<file path="config.mk">
export PLATFORM = sky130hd
export DESIGN_NAME = turf_fragment_reassembler
export DESIGN_NICKNAME = d
export VERILOG_FILES = /design/src/rtl/turf_fragment_reassembler_pkg.sv /design/src/rtl/turf_fragment_reassembler.sv
export SDC_FILE = /design/constraint.sdc
export NUM_CORES = 1
export LEC_CHECK = 0
export BUFFER_PORTS_ARGS = -buffer_cell sky130_fd_sc_hd__clkbuf_2
export CORE_MARGIN = 3
export CORE_UTILIZATION = 45
export CTS_CLUSTER_DIAMETER = 200
export DETAILED_ROUTE_END_ITERATION = 10
export PLACE_DENSITY_LB_ADDON = 0.25
export SETUP_SLACK_MARGIN = 0.15
export SYNTH_ARGS = -nofsm -noshare
export SYNTH_HDL_FRONTEND = slang
export SYNTH_SLANG_ARGS = --single-unit
</file>
<file path="constraint.sdc">
create_clock -name aclk -period 3.6 [get_ports aclk]
set_input_delay 0.72 -clock aclk [delete_from_list [all_inputs] [get_ports aclk]]
set_output_delay 0.72 -clock aclk [all_outputs]
set_load 0.05 [all_outputs]
</file>
<file path="src/rtl/turf_fragment_reassembler_pkg.sv">
// turf_fragment_reassembler_pkg
//   Shared definitions for the TURF fragment generator/reassembler pair:
//   tag magic constants, the 8-byte fragment tag layout and the reassembler
//   state encoding.
//   Tag layout (64 bits): magic[63:48], pad[47:42], frag[41:32],
//   addr[31:20], len[19:0].
package turf_fragment_reassembler_pkg;

  localparam logic [15:0] TAG_CONSTANT_0 = 16'hDA7A;
  localparam logic [5:0]  TAG_CONSTANT_1 = 6'h00;

  // Field order matches the wire layout so a plain cast decodes a tag beat.
  typedef struct packed {
    logic [15:0] magic;
    logic [5:0]  pad;
    logic [9:0]  frag;
    logic [11:0] addr;
    logic [19:0] len;
  } tag_t;

  typedef enum logic [2:0] {
    ST_IDLE,
    ST_TAG,
    ST_CTRL,
    ST_STREAM,
    ST_DROP,
    ST_ABORT
  } state_t;

  // The error counter sticks at all-ones instead of wrapping.
  function automatic logic [15:0] sat_inc16(input logic [15:0] value);
    return (value == 16'hFFFF) ? value : value + 16'd1;
  endfunction

endpackage

</file>
<file path="src/rtl/turf_fragment_reassembler.sv">
// turf_fragment_reassembler
//   Receive-side partner of the TURF UDP fragment generator. Validates each
//   fragment's tag and sequence number, then stitches fragment payloads into
//   one 64-bit event stream preceded by a single {addr, len} control word.
//   Bad or out-of-order fragments are dropped and counted; a bad fragment in
//   the middle of an event truncates the event with an abort beat.
// Ports
//   aclk, areset          clock, synchronous active-high reset
//   s_hdr_*               UDP header stream, {ip, port, udp_len}
//   s_payload_*           UDP payload stream, first beat of each fragment is the tag
//   m_ctrl_*              per-event control word {addr[11:0], len[19:0]}
//   m_data_*              reassembled event data; tuser marks an abort beat
//   err_count_o           saturating count of dropped fragments
//   event_count_o         wrapping count of completed events
module turf_fragment_reassembler
  import turf_fragment_reassembler_pkg::*;
#(
  parameter logic [15:0] CONSTANT_0 = TAG_CONSTANT_0,
  parameter logic [5:0]  CONSTANT_1 = TAG_CONSTANT_1,
  parameter string       DEBUG      = "FALSE"
) (
  input  logic        aclk,
  input  logic        areset,
  input  logic [63:0] s_hdr_tdata,
  input  logic        s_hdr_tvalid,
  output logic        s_hdr_tready,
  input  logic [63:0] s_payload_tdata,
  input  logic [7:0]  s_payload_tkeep,
  input  logic        s_payload_tlast,
  input  logic        s_payload_tvalid,
  output logic        s_payload_tready,
  output logic [31:0] m_ctrl_tdata,
  output logic        m_ctrl_tvalid,
  input  logic        m_ctrl_tready,
  output logic [63:0] m_data_tdata,
  output logic [7:0]  m_data_tkeep,
  output logic        m_data_tlast,
  output logic        m_data_tuser,
  output logic        m_data_tvalid,
  input  logic        m_data_tready,
  output logic [15:0] err_count_o,
  output logic [15:0] event_count_o
);

  state_t      state, next_state;
  logic [15:0] udp_len;
  logic        mid_event;
  logic [9:0]  expected;
  logic [11:0] ev_addr;
  logic [19:0] ev_len;
  logic [19:0] remaining;
  logic        tag_last;
  logic [15:0] err_count;
  logic [15:0] event_count;

  tag_t        tag;
  logic [19:0] payload_bytes;
  logic [19:0] rem_check;
  logic        is_final;
  logic        tag_ok;
  logic        cont_match;
  logic        last_beat;
  logic        err_inc;
  logic        hdr_ready_c, pay_ready_c, ctrl_valid_c, data_valid_c;

  // Only udp_len is needed from the header; ip and port are ignored.
  logic unused_hdr;
  assign unused_hdr = ^s_hdr_tdata[63:16];

  assign tag = tag_t'(s_payload_tdata);

  // A fragment counts as final when its data bytes (udp_len minus UDP
  // header and tag) cover what is still owed to the event. Only the final
  // fragment may have a length that is not a whole number of beats.
  assign payload_bytes = 20'(udp_len) - 20'd16;
  assign rem_check     = mid_event ? remaining : tag.len;
  assign is_final      = payload_bytes >= rem_check;
  assign tag_ok        = (tag.magic == CONSTANT_0) && (tag.pad == CONSTANT_1) &&
                         (udp_len >= 16'd16) && (is_final || udp_len[2:0] == 3'd0) &&
                         (tag.frag == expected);
  assign cont_match    = (tag.addr == ev_addr) && (tag.len == ev_len);
  assign last_beat     = remaining <= 20'd8;

  // All handshake outputs are held low while reset is asserted.
  assign s_hdr_tready     = hdr_ready_c & ~areset;
  assign s_payload_tready = pay_ready_c & ~areset;
  assign m_ctrl_tvalid    = ctrl_valid_c & ~areset;
  assign m_data_tvalid    = data_valid_c & ~areset;
  assign m_ctrl_tdata     = {ev_addr, ev_len};
  assign err_count_o      = err_count;
  assign event_count_o    = event_count;

  // State register.
  always_ff @(posedge aclk) begin
    if (areset) state <= ST_IDLE;
    else        state <= next_state;
  end

  // Next-state and output decode. In STREAM the payload is a straight
  // combinational pass-through, so upstream ready is downstream ready.
  always_comb begin
    next_state   = state;
    hdr_ready_c  = 1'b0;
    pay_ready_c  = 1'b0;
    ctrl_valid_c = 1'b0;
    data_valid_c = 1'b0;
    m_data_tdata = s_payload_tdata;
    m_data_tkeep = s_payload_tkeep;
    m_data_tlast = 1'b0;
    m_data_tuser = 1'b0;
    err_inc      = 1'b0;
    case (state)
      ST_IDLE: begin
        hdr_ready_c = 1'b1;
        if (s_hdr_tvalid) next_state = ST_TAG;
      end
      ST_TAG: begin
        pay_ready_c = 1'b1;
        if (s_payload_tvalid) begin
          if (!mid_event) begin
            if (tag_ok && tag.len != 20'd0) begin
              next_state = ST_CTRL;
            end else begin
              err_inc    = 1'b1;
              next_state = s_payload_tlast ? ST_IDLE : ST_DROP;
            end
          end else if (tag_ok && cont_match) begin
            next_state = ST_STREAM;
          end else begin
            err_inc    = 1'b1;
            next_state = ST_ABORT;
          end
        end
      end
      ST_CTRL: begin
        ctrl_valid_c = 1'b1;
        if (m_ctrl_tready) next_state = ST_STREAM;
      end
      ST_STREAM: begin
        data_valid_c = s_payload_tvalid;
        pay_ready_c  = m_data_tready;
        m_data_tlast = last_beat;
        if (s_payload_tvalid && m_data_tready) begin
          if (last_beat) begin
            // Beats left over after the event's last byte are junk.
            if (!s_payload_tlast) begin
              err_inc    = 1'b1;
              next_state = ST_DROP;
            end else begin
              next_state = ST_IDLE;
            end
          end else if (s_payload_tlast) begin
            next_state = ST_IDLE;
          end
        end
      end
      ST_DROP: begin
        pay_ready_c = 1'b1;
        if (s_payload_tvalid && s_payload_tlast) next_state = ST_IDLE;
      end
      ST_ABORT: begin
        data_valid_c = 1'b1;
        m_data_tdata = 64'd0;
        m_data_tkeep = 8'h00;
        m_data_tlast = 1'b1;
        m_data_tuser = 1'b1;
        if (m_data_tready) next_state = tag_last ? ST_IDLE : ST_DROP;
      end
      default: next_state = ST_IDLE;
    endcase
  end

  // Event bookkeeping: latched header length, event identity, bytes still
  // owed, next fragment number, and the two counters.
  always_ff @(posedge aclk) begin
    if (areset) begin
      udp_len     <= 16'd0;
      mid_event   <= 1'b0;
      expected    <= 10'd0;
      ev_addr     <= 12'd0;
      ev_len      <= 20'd0;
      remaining   <= 20'd0;
      tag_last    <= 1'b0;
      err_count   <= 16'd0;
      event_count <= 16'd0;
    end else begin
      if (err_inc) err_count <= sat_inc16(err_count);
      case (state)
        ST_IDLE: begin
          if (s_hdr_tvalid) udp_len <= s_hdr_tdata[15:0];
        end
        ST_TAG: begin
          if (s_payload_tvalid) begin
            tag_last <= s_payload_tlast;
            if (!mid_event && next_state == ST_CTRL) begin
              ev_addr   <= tag.addr;
              ev_len    <= tag.len;
              remaining <= tag.len;
              expected  <= 10'd1;
              mid_event <= 1'b1;
            end else if (mid_event && next_state == ST_STREAM) begin
              expected <= expected + 10'd1;
            end
          end
        end
        ST_STREAM: begin
          if (s_payload_tvalid && m_data_tready) begin
            remaining <= remaining - (last_beat ? remaining : 20'd8);
            if (last_beat) begin
              event_count <= event_count + 16'd1;
              expected    <= 10'd0;
              mid_event   <= 1'b0;
            end
          end
        end
        ST_ABORT: begin
          if (m_data_tready) begin
            expected  <= 10'd0;
            mid_event <= 1'b0;
            remaining <= 20'd0;
          end
        end
        default: ;
      endcase
    end
  end

  // Debug probes for an on-chip logic analyser, only built on request.
  generate
    if (DEBUG == "TRUE") begin : g_debug
      (* mark_debug = "true" *) logic [2:0]  dbg_state;
      (* mark_debug = "true" *) logic [19:0] dbg_remaining;
      (* mark_debug = "true" *) logic [5:0]  dbg_handshakes;
      assign dbg_state      = state;
      assign dbg_remaining  = remaining;
      assign dbg_handshakes = {s_hdr_tvalid & s_hdr_tready,
                               s_payload_tvalid & s_payload_tready,
                               m_ctrl_tvalid & m_ctrl_tready,
                               m_data_tvalid & m_data_tready,
                               m_data_tlast, m_data_tuser};
    end
  endgenerate

endmodule

</file>
* Yosys cells after proc, flatten, opt, wreduce, memory -nomap -nowiden
Index checks and enable logic that the tools add are counted.
** Storage, ports and cells
- Word-level logic and storage cells :: 119
- Output and inout bits :: 142
- Bits in registers :: 115
** Operators by class
- Eq/ne operators :: 18
- $add $sub $neg :: 5
- Reductions and logical operators :: 27
- Bitwise gates (word level) :: 6
- Mux-type cells :: 50
- Order comparisons :: 3
** Operators by type and width (number)
- $mux 20 :: 6
- $mux 64 :: 1
- $mux 10 :: 6
- $pmux 20 s3 :: 1
- $mux 3 :: 13
- $add 16x1->16 const B :: 2
- $eq 16x16->1 const B :: 2
- $pmux 10 s3 :: 1
- $eq 20x20->1 :: 1
- $ge 20x20->1 :: 1
- $le 20x4->1 const B :: 1
- $reduce_bool 20->1 :: 1
- $sub 20x20->20 :: 1
- $pmux 3 s6 :: 1
- $sub 16x5->17 const B :: 1
- $ge 16x5->1 const B :: 1
- $mux 1 :: 15
- $eq 12x12->1 :: 1
- $eq 3x2->1 const B :: 4
- $reduce_and 6->1 :: 2
- $logic_and 1x1->1 :: 11
- $add 10x1->10 const B :: 1
- $eq 10x10->1 :: 1
- $ne 2x2->1 const B :: 5
- other kinds (17) :: 29

* Logic depth before layout (Yosys ltp)
- Word-level depth :: 16
- Gate-level depth with buffers :: 19
- Gate-level depth less buffers :: 16

* Least setup slack after synthesis
No wires, ideal clock.
- Path type :: reg2reg
- Start :: reg udp_len[7]
- End :: reg expected[3]
- Clock period less this slack :: 3.702 ns
- Buffers on the path :: 3
- Arrival :: 3.617 ns
- Stages on the path, launching flop included :: 18
- Library setup time :: 0.084 ns
- Slack :: -0.102 ns
- Path through :: dfxtp_1 > nor4_4 > nor3b_1 > nand2b_1 > nor2_1 > xor2_1 > ha_1 > and3_1 > a22o_1 > o21ai_0 > and3_1 > a2111oi_1 > buf_6 > or4_4 > buf_6 > or2_0 > buf_6 > o31ai_2
** On the way
- Word-level cells in the longest chain between the ends :: 15
- Elaborated cells on any way between the ends :: 23
** Ends and longest elaborated chain
- start, declared :: RTL line turf_fragment_reassembler.sv:46 : logic [15:0] udp_len;
- start signal, assigned :: RTL line turf_fragment_reassembler.sv:190 : if (s_hdr_tvalid) udp_len <= s_hdr_tdata[15:0];
- $sub 16x5->17 :: RTL line turf_fragment_reassembler.sv:75 : assign payload_bytes = 20'(udp_len) - 20'd16;
- $ge 20x20->1 :: RTL line turf_fragment_reassembler.sv:77 : assign is_final = payload_bytes >= rem_check;
- $logic_or 1x1->1 :: RTL line turf_fragment_reassembler.sv:79 : (udp_len >= 16'd16) && (is_final || udp_len[2:0] == 3'd0) &&
- $logic_and 1x1->1 (*) (2 in a row) :: RTL line turf_fragment_reassembler.sv:79
- $logic_and 1x1->1, on equally long branches :: RTL line turf_fragment_reassembler.sv:121, turf_fragment_reassembler.sv:127
- $mux 3, on equally long branches :: RTL line turf_fragment_reassembler.sv:121, turf_fragment_reassembler.sv:127
- $mux 3 (*) :: RTL line turf_fragment_reassembler.sv:120 : if (!mid_event) begin
- $mux 3 (*) :: RTL line turf_fragment_reassembler.sv:119 : if (s_payload_tvalid) begin
- $pmux 3 s6 (*) :: RTL line turf_fragment_reassembler.sv:112 : case (state)
- $eq 3x2->1 :: RTL line turf_fragment_reassembler.sv:195 : if (!mid_event && next_state == ST_CTRL) begin
- $logic_and 1x1->1 :: RTL line turf_fragment_reassembler.sv:195
- $mux 10 :: RTL line turf_fragment_reassembler.sv:195
- $mux 10 :: RTL line turf_fragment_reassembler.sv:193 : if (s_payload_tvalid) begin
- $pmux 10 s3 :: RTL line turf_fragment_reassembler.sv:188 : case (state)
- end signal, assigned :: RTL line turf_fragment_reassembler.sv:202 : expected <= expected + 10'd1;
- end, declared :: RTL line turf_fragment_reassembler.sv:48 : logic [9:0] expected;
Every way passes the cells marked *; elsewhere a longest branch is shown, timed or not. The select of a mux whose other input is x is not followed.
A chain may end at the register's enable or synchronous reset.

* Final worst setup path
- Start :: reg udp_len[7]
- End :: reg remaining[5]
** On the way
- Word-level cells in the longest chain between the ends :: 14
- Elaborated cells on any way between the ends :: 18
** Ends and longest elaborated chain
- $sub 16x5->17 :: RTL line turf_fragment_reassembler.sv:75
- $ge 20x20->1 :: RTL line turf_fragment_reassembler.sv:77
- $logic_or 1x1->1 :: RTL line turf_fragment_reassembler.sv:79
- $logic_and 1x1->1 (*) (2 in a row) :: RTL line turf_fragment_reassembler.sv:79
- $logic_and 1x1->1, on equally long branches :: RTL line turf_fragment_reassembler.sv:121, turf_fragment_reassembler.sv:127
- $mux 3, on equally long branches :: RTL line turf_fragment_reassembler.sv:121, turf_fragment_reassembler.sv:127
- $mux 3 (*) :: RTL line turf_fragment_reassembler.sv:120
- $mux 3 (*) :: RTL line turf_fragment_reassembler.sv:119
- $pmux 3 s6 (*) :: RTL line turf_fragment_reassembler.sv:112
- $eq 3x2->1 (*) :: RTL line turf_fragment_reassembler.sv:195
- $logic_and 1x1->1 (*) :: RTL line turf_fragment_reassembler.sv:195
- $ne 2x2->1 (no line) (*)
- $reduce_and 5->1 (no line) (*)
- end signal, assigned :: RTL line turf_fragment_reassembler.sv:198 : remaining <= tag.len;
- end signal, assigned :: RTL line turf_fragment_reassembler.sv:208 : remaining <= remaining - (last_beat ? remaining : 20'd8);
- end, declared :: RTL line turf_fragment_reassembler.sv:51 : logic [19:0] remaining;
Every way passes the cells marked *; elsewhere a longest branch is shown, timed or not.

==> impl_results.md <==
- Clock sink total: 115
- Final core utilization: 0.631
- Grt ovf: 0
- Mean post-synth cell area: 8.04 um^2
- Post-Route Skew: 0.0129 ns
- RSZ-0062 raised after global routing: true
- Max-capacitance violation count: 0
- Critical Path Slowest Stage Cell: or4_1
- IO Count: 285
- Wire length per cell: 16.7 um
- Area of the multi-input gates: 5030 um^2
- Post-synth EDFFs: 0
- Crit-path cells: nor4_4, nor3b_4, nand2b_1, nor2_2, xor2_1, ha_1, and3_4, nand3_2, nand2b_1, and3_4, buf_4, a211o_1, a31o_1, or4_1, nand3_1
- Deepest clock path buffer count: 2
- VDD IR-drop max: 0.439 mV
- Seq cells post-synth: 115
- Initial core utilization: 0.463
- Initial antenna violation count: 0
- Compound-Gate Fraction of Synth Area: 0.149
- Simple-gate share of the synthesized area: 0.300
- NumNets Final: 1,365
- Post-Synth XOR/XNOR Area: 0.0791
- Hpwl dp: 17,200 um
- CP max stage delay: 0.48 ns
- Synth Area in Adders: 0.0439
- CP arrival: 3.81 ns
- Crit-path max FO: 3
- GRT Total Usage: 0.252
- Synthesized net count: 1,091
- Remaining antenna violation count: 0
- Worst slew margin: 0.0656
- Die area: 18,100 um^2
- Static Leakage: 4.27 nW
- Critical Path End Type: flip-flop
- Max Freq: 289 MHz
- Slack of the worst reg-to-reg path: 0.14 ns
- Layout cells sized above 1: 0.320
- Commonest register cell after synthesis: dfxtp_1
- Final Hold Fails: 0
- YS warnings: 0
- Vias per inst: 5.46
- Via count of the first global-routing pass: 7,293
- Setup TNS: 0 ns
- Pin count of the biggest net entering global routing: 59
- Post-synthesis mux area share: 0.0793
- Via count: 7,778
- Mapped Area: 7410 um^2
- IO Port Bufs: 236
- Period utilization: 0.961
- Clock-pin slew on the worst setup and hold paths: 0.06 ns
- CP Launch Type: flip-flop
- Site row count: 46
- # DRC: 0
- First-pass GRT wire length: 36,900 um
- Die Wd: 134 um
- Setup-failing EPs final: 0
- Hold_ws: 0.483 ns
- Post-Synthesis Cells: 922
- Slew @ Worst Pin: 1.40 ns
- Pins Over Slew Limit: 0
- Storage cell area: 2310 um^2
- CTS Buf Count: 17
- Die Y: 134 um
- Routed wire length: 23,800 um
- Setup CP Type: flip-flop to flip-flop
- Starting DRT DRC Count: 467
- Sequential share of the synthesized area: 0.310
- H-tree Lvls: 4
- CTS root buf: clkbuf_16
- Antenna Cells: 0
- Fill cell count: 1,430
- Core area: 16,000 um^2
- Ys async rst share: 0
- Largest family of logic cells by synthesized area: simple AND/OR/NAND/NOR gates
- Distinct cell type count after synthesis: 75
- Placer Congestion: 0.882
- CTS tree: built
- Outcome: finished, final reports clean
- Skew-Pair Late Insertion Delay: 0.42 ns
- Hold Path Class: flip-flop to flip-flop
- WP data required: 3.95 ns
- Power per cell area: 378 nW/um^2
- Area grow syn2layout: 36.1%
- Drt first pass iters: 6
- Period minus WS final: 3.46 ns
[worst paths after layout]
kind	startpoint	to	cells past startpoint
worst min-delay path	udp_len[15]	udp_len[15]	2
worst min register to register	udp_len[15]	udp_len[15]	2
worst max register to register	udp_len[7]	remaining[5]	15
worst max-delay path	udp_len[7]	remaining[5]	15
[what timing repair did]
item | CTS | global route
endpoints found under the hold margin | 0 | 0
gates resized for setup | 14 | 37
hold buffers | 0 | 0
pin swaps | 9 | 7
buffers inserted | 3 | 2
endpoints found under the setup margin | 52 | 79
cloned | 1 | 5
[state kept, by name, indices dropped and copies added, names as in the netlist]
register / count
state: 3
ev_addr: 12
remaining: 20
udp_len: 16
tag_last: 1
event_count_o: 16
expected: 10
err_count_o: 16
mid_event: 1
ev_len: 20
[cells in the final DEF (no fill, tap or decap), types with 20 or more instances in the layout]
cell         n
nand4_1     23
nand3_1     27
o21ai_0     25
a21oi_1     52
and2_1      74
dfxtp_1    112
xnor2_1     48
nor2_1      98
nand2_1     86
clkbuf_2   235
clkbuf_16   20
mux2i_1     50
ha_1        25
buf_4       54
[cell type report]
type,count,share of cell area
well taps,216,0.0268
multi-input cells,741,0.499
clock buffers,17,0.0422
repair buffers,301,0.179
clock inverters,15,0.0170
inverters,20,0.00744
flip-flops and latches,115,0.229
[report_power, final]
part / switching [mW] / internal [mW]
Clock: 0.670 / 1.04
Combinational: 0.484 / 0.286
Sequential: 0.0359 / 1.30
[synth_stat cells, types with 5 or more instances]
master / n / area, um^2
a211oi_1: 5 / 37.5
a21oi_1: 56 / 280
a22o_1: 10 / 87.6
a31oi_1: 9 / 56.3
and2_1: 74 / 463
and3_1: 14 / 87.6
clkbuf_1: 37 / 139
dfxtp_1: 115 / 2300
ha_1: 26 / 325
inv_1: 20 / 75.1
mux2_1: 5 / 56.3
mux2i_1: 52 / 521
nand2_1: 87 / 327
nand2b_1: 13 / 81.3
nand3_1: 28 / 140
nand4_1: 23 / 144
nor2_1: 101 / 379
nor2b_1: 6 / 37.5
nor3_1: 22 / 110
nor4_1: 13 / 81.3
o21ai_0: 29 / 145
o2bb2a_1: 5 / 50.1
o31ai_2: 6 / 75.1
or3_1: 12 / 75.1
xnor2_1: 48 / 420
xor2_1: 19 / 166
[kinds of logic after synthesis]
logic type | after synthesis
other | 1
flip-flops | 115
adder cells (fa/ha/maj) | 26
XOR/XNOR | 67
multiplexers | 58
AO/OA/AOI/OAI | 164
buffers and inverters | 66
AND/OR/NAND/NOR | 425
[metal layers]
layer  vias to the layer above  part of all wire  track usage
met4                         0             0.013       0.0588
met3                        20             0.077       0.0641
met5                         -                 0            0
li1                       3827                 -            -
met2                       295              0.48        0.435
met1                      3636              0.43        0.316
[worst max-delay path, delay by kind of cell (launching register included)]
| kind | cells | cell delay (ns) |
|---|---|---|
| buffers and inverters | 1 | 0.14 |
| and+or+nand+nor | 10 | 1.96 |
| adders and majority gates | 1 | 0.31 |
| AOI/OAI and AO/OA | 2 | 0.60 |
| DFF | 1 | 0.34 |
| xor gates and xnor gates | 1 | 0.07 |
[stage by stage]
| step | power [mW] | instance area, um^2 | setup WS [ns] | instances |
|---|---|---|---|---|
| 3_3_place_gp | 2.08 | 9130 | -0.0533 | 1382 |
| 4_1_cts | 3.83 | 9830 | 0.104 | 1418 |
| 3_5_place_dp | 2.09 | 9130 | -0.105 | 1382 |
| 5_1_grt | 3.97 | 10100 | -0.0759 | 1425 |
| 2_1_floorplan | 1.85 | 7450 | 0.0523 | 922 |
| 6_report | 3.81 | 10100 | 0.139 | 1425 |
Power figures use the tool's default switching activity.
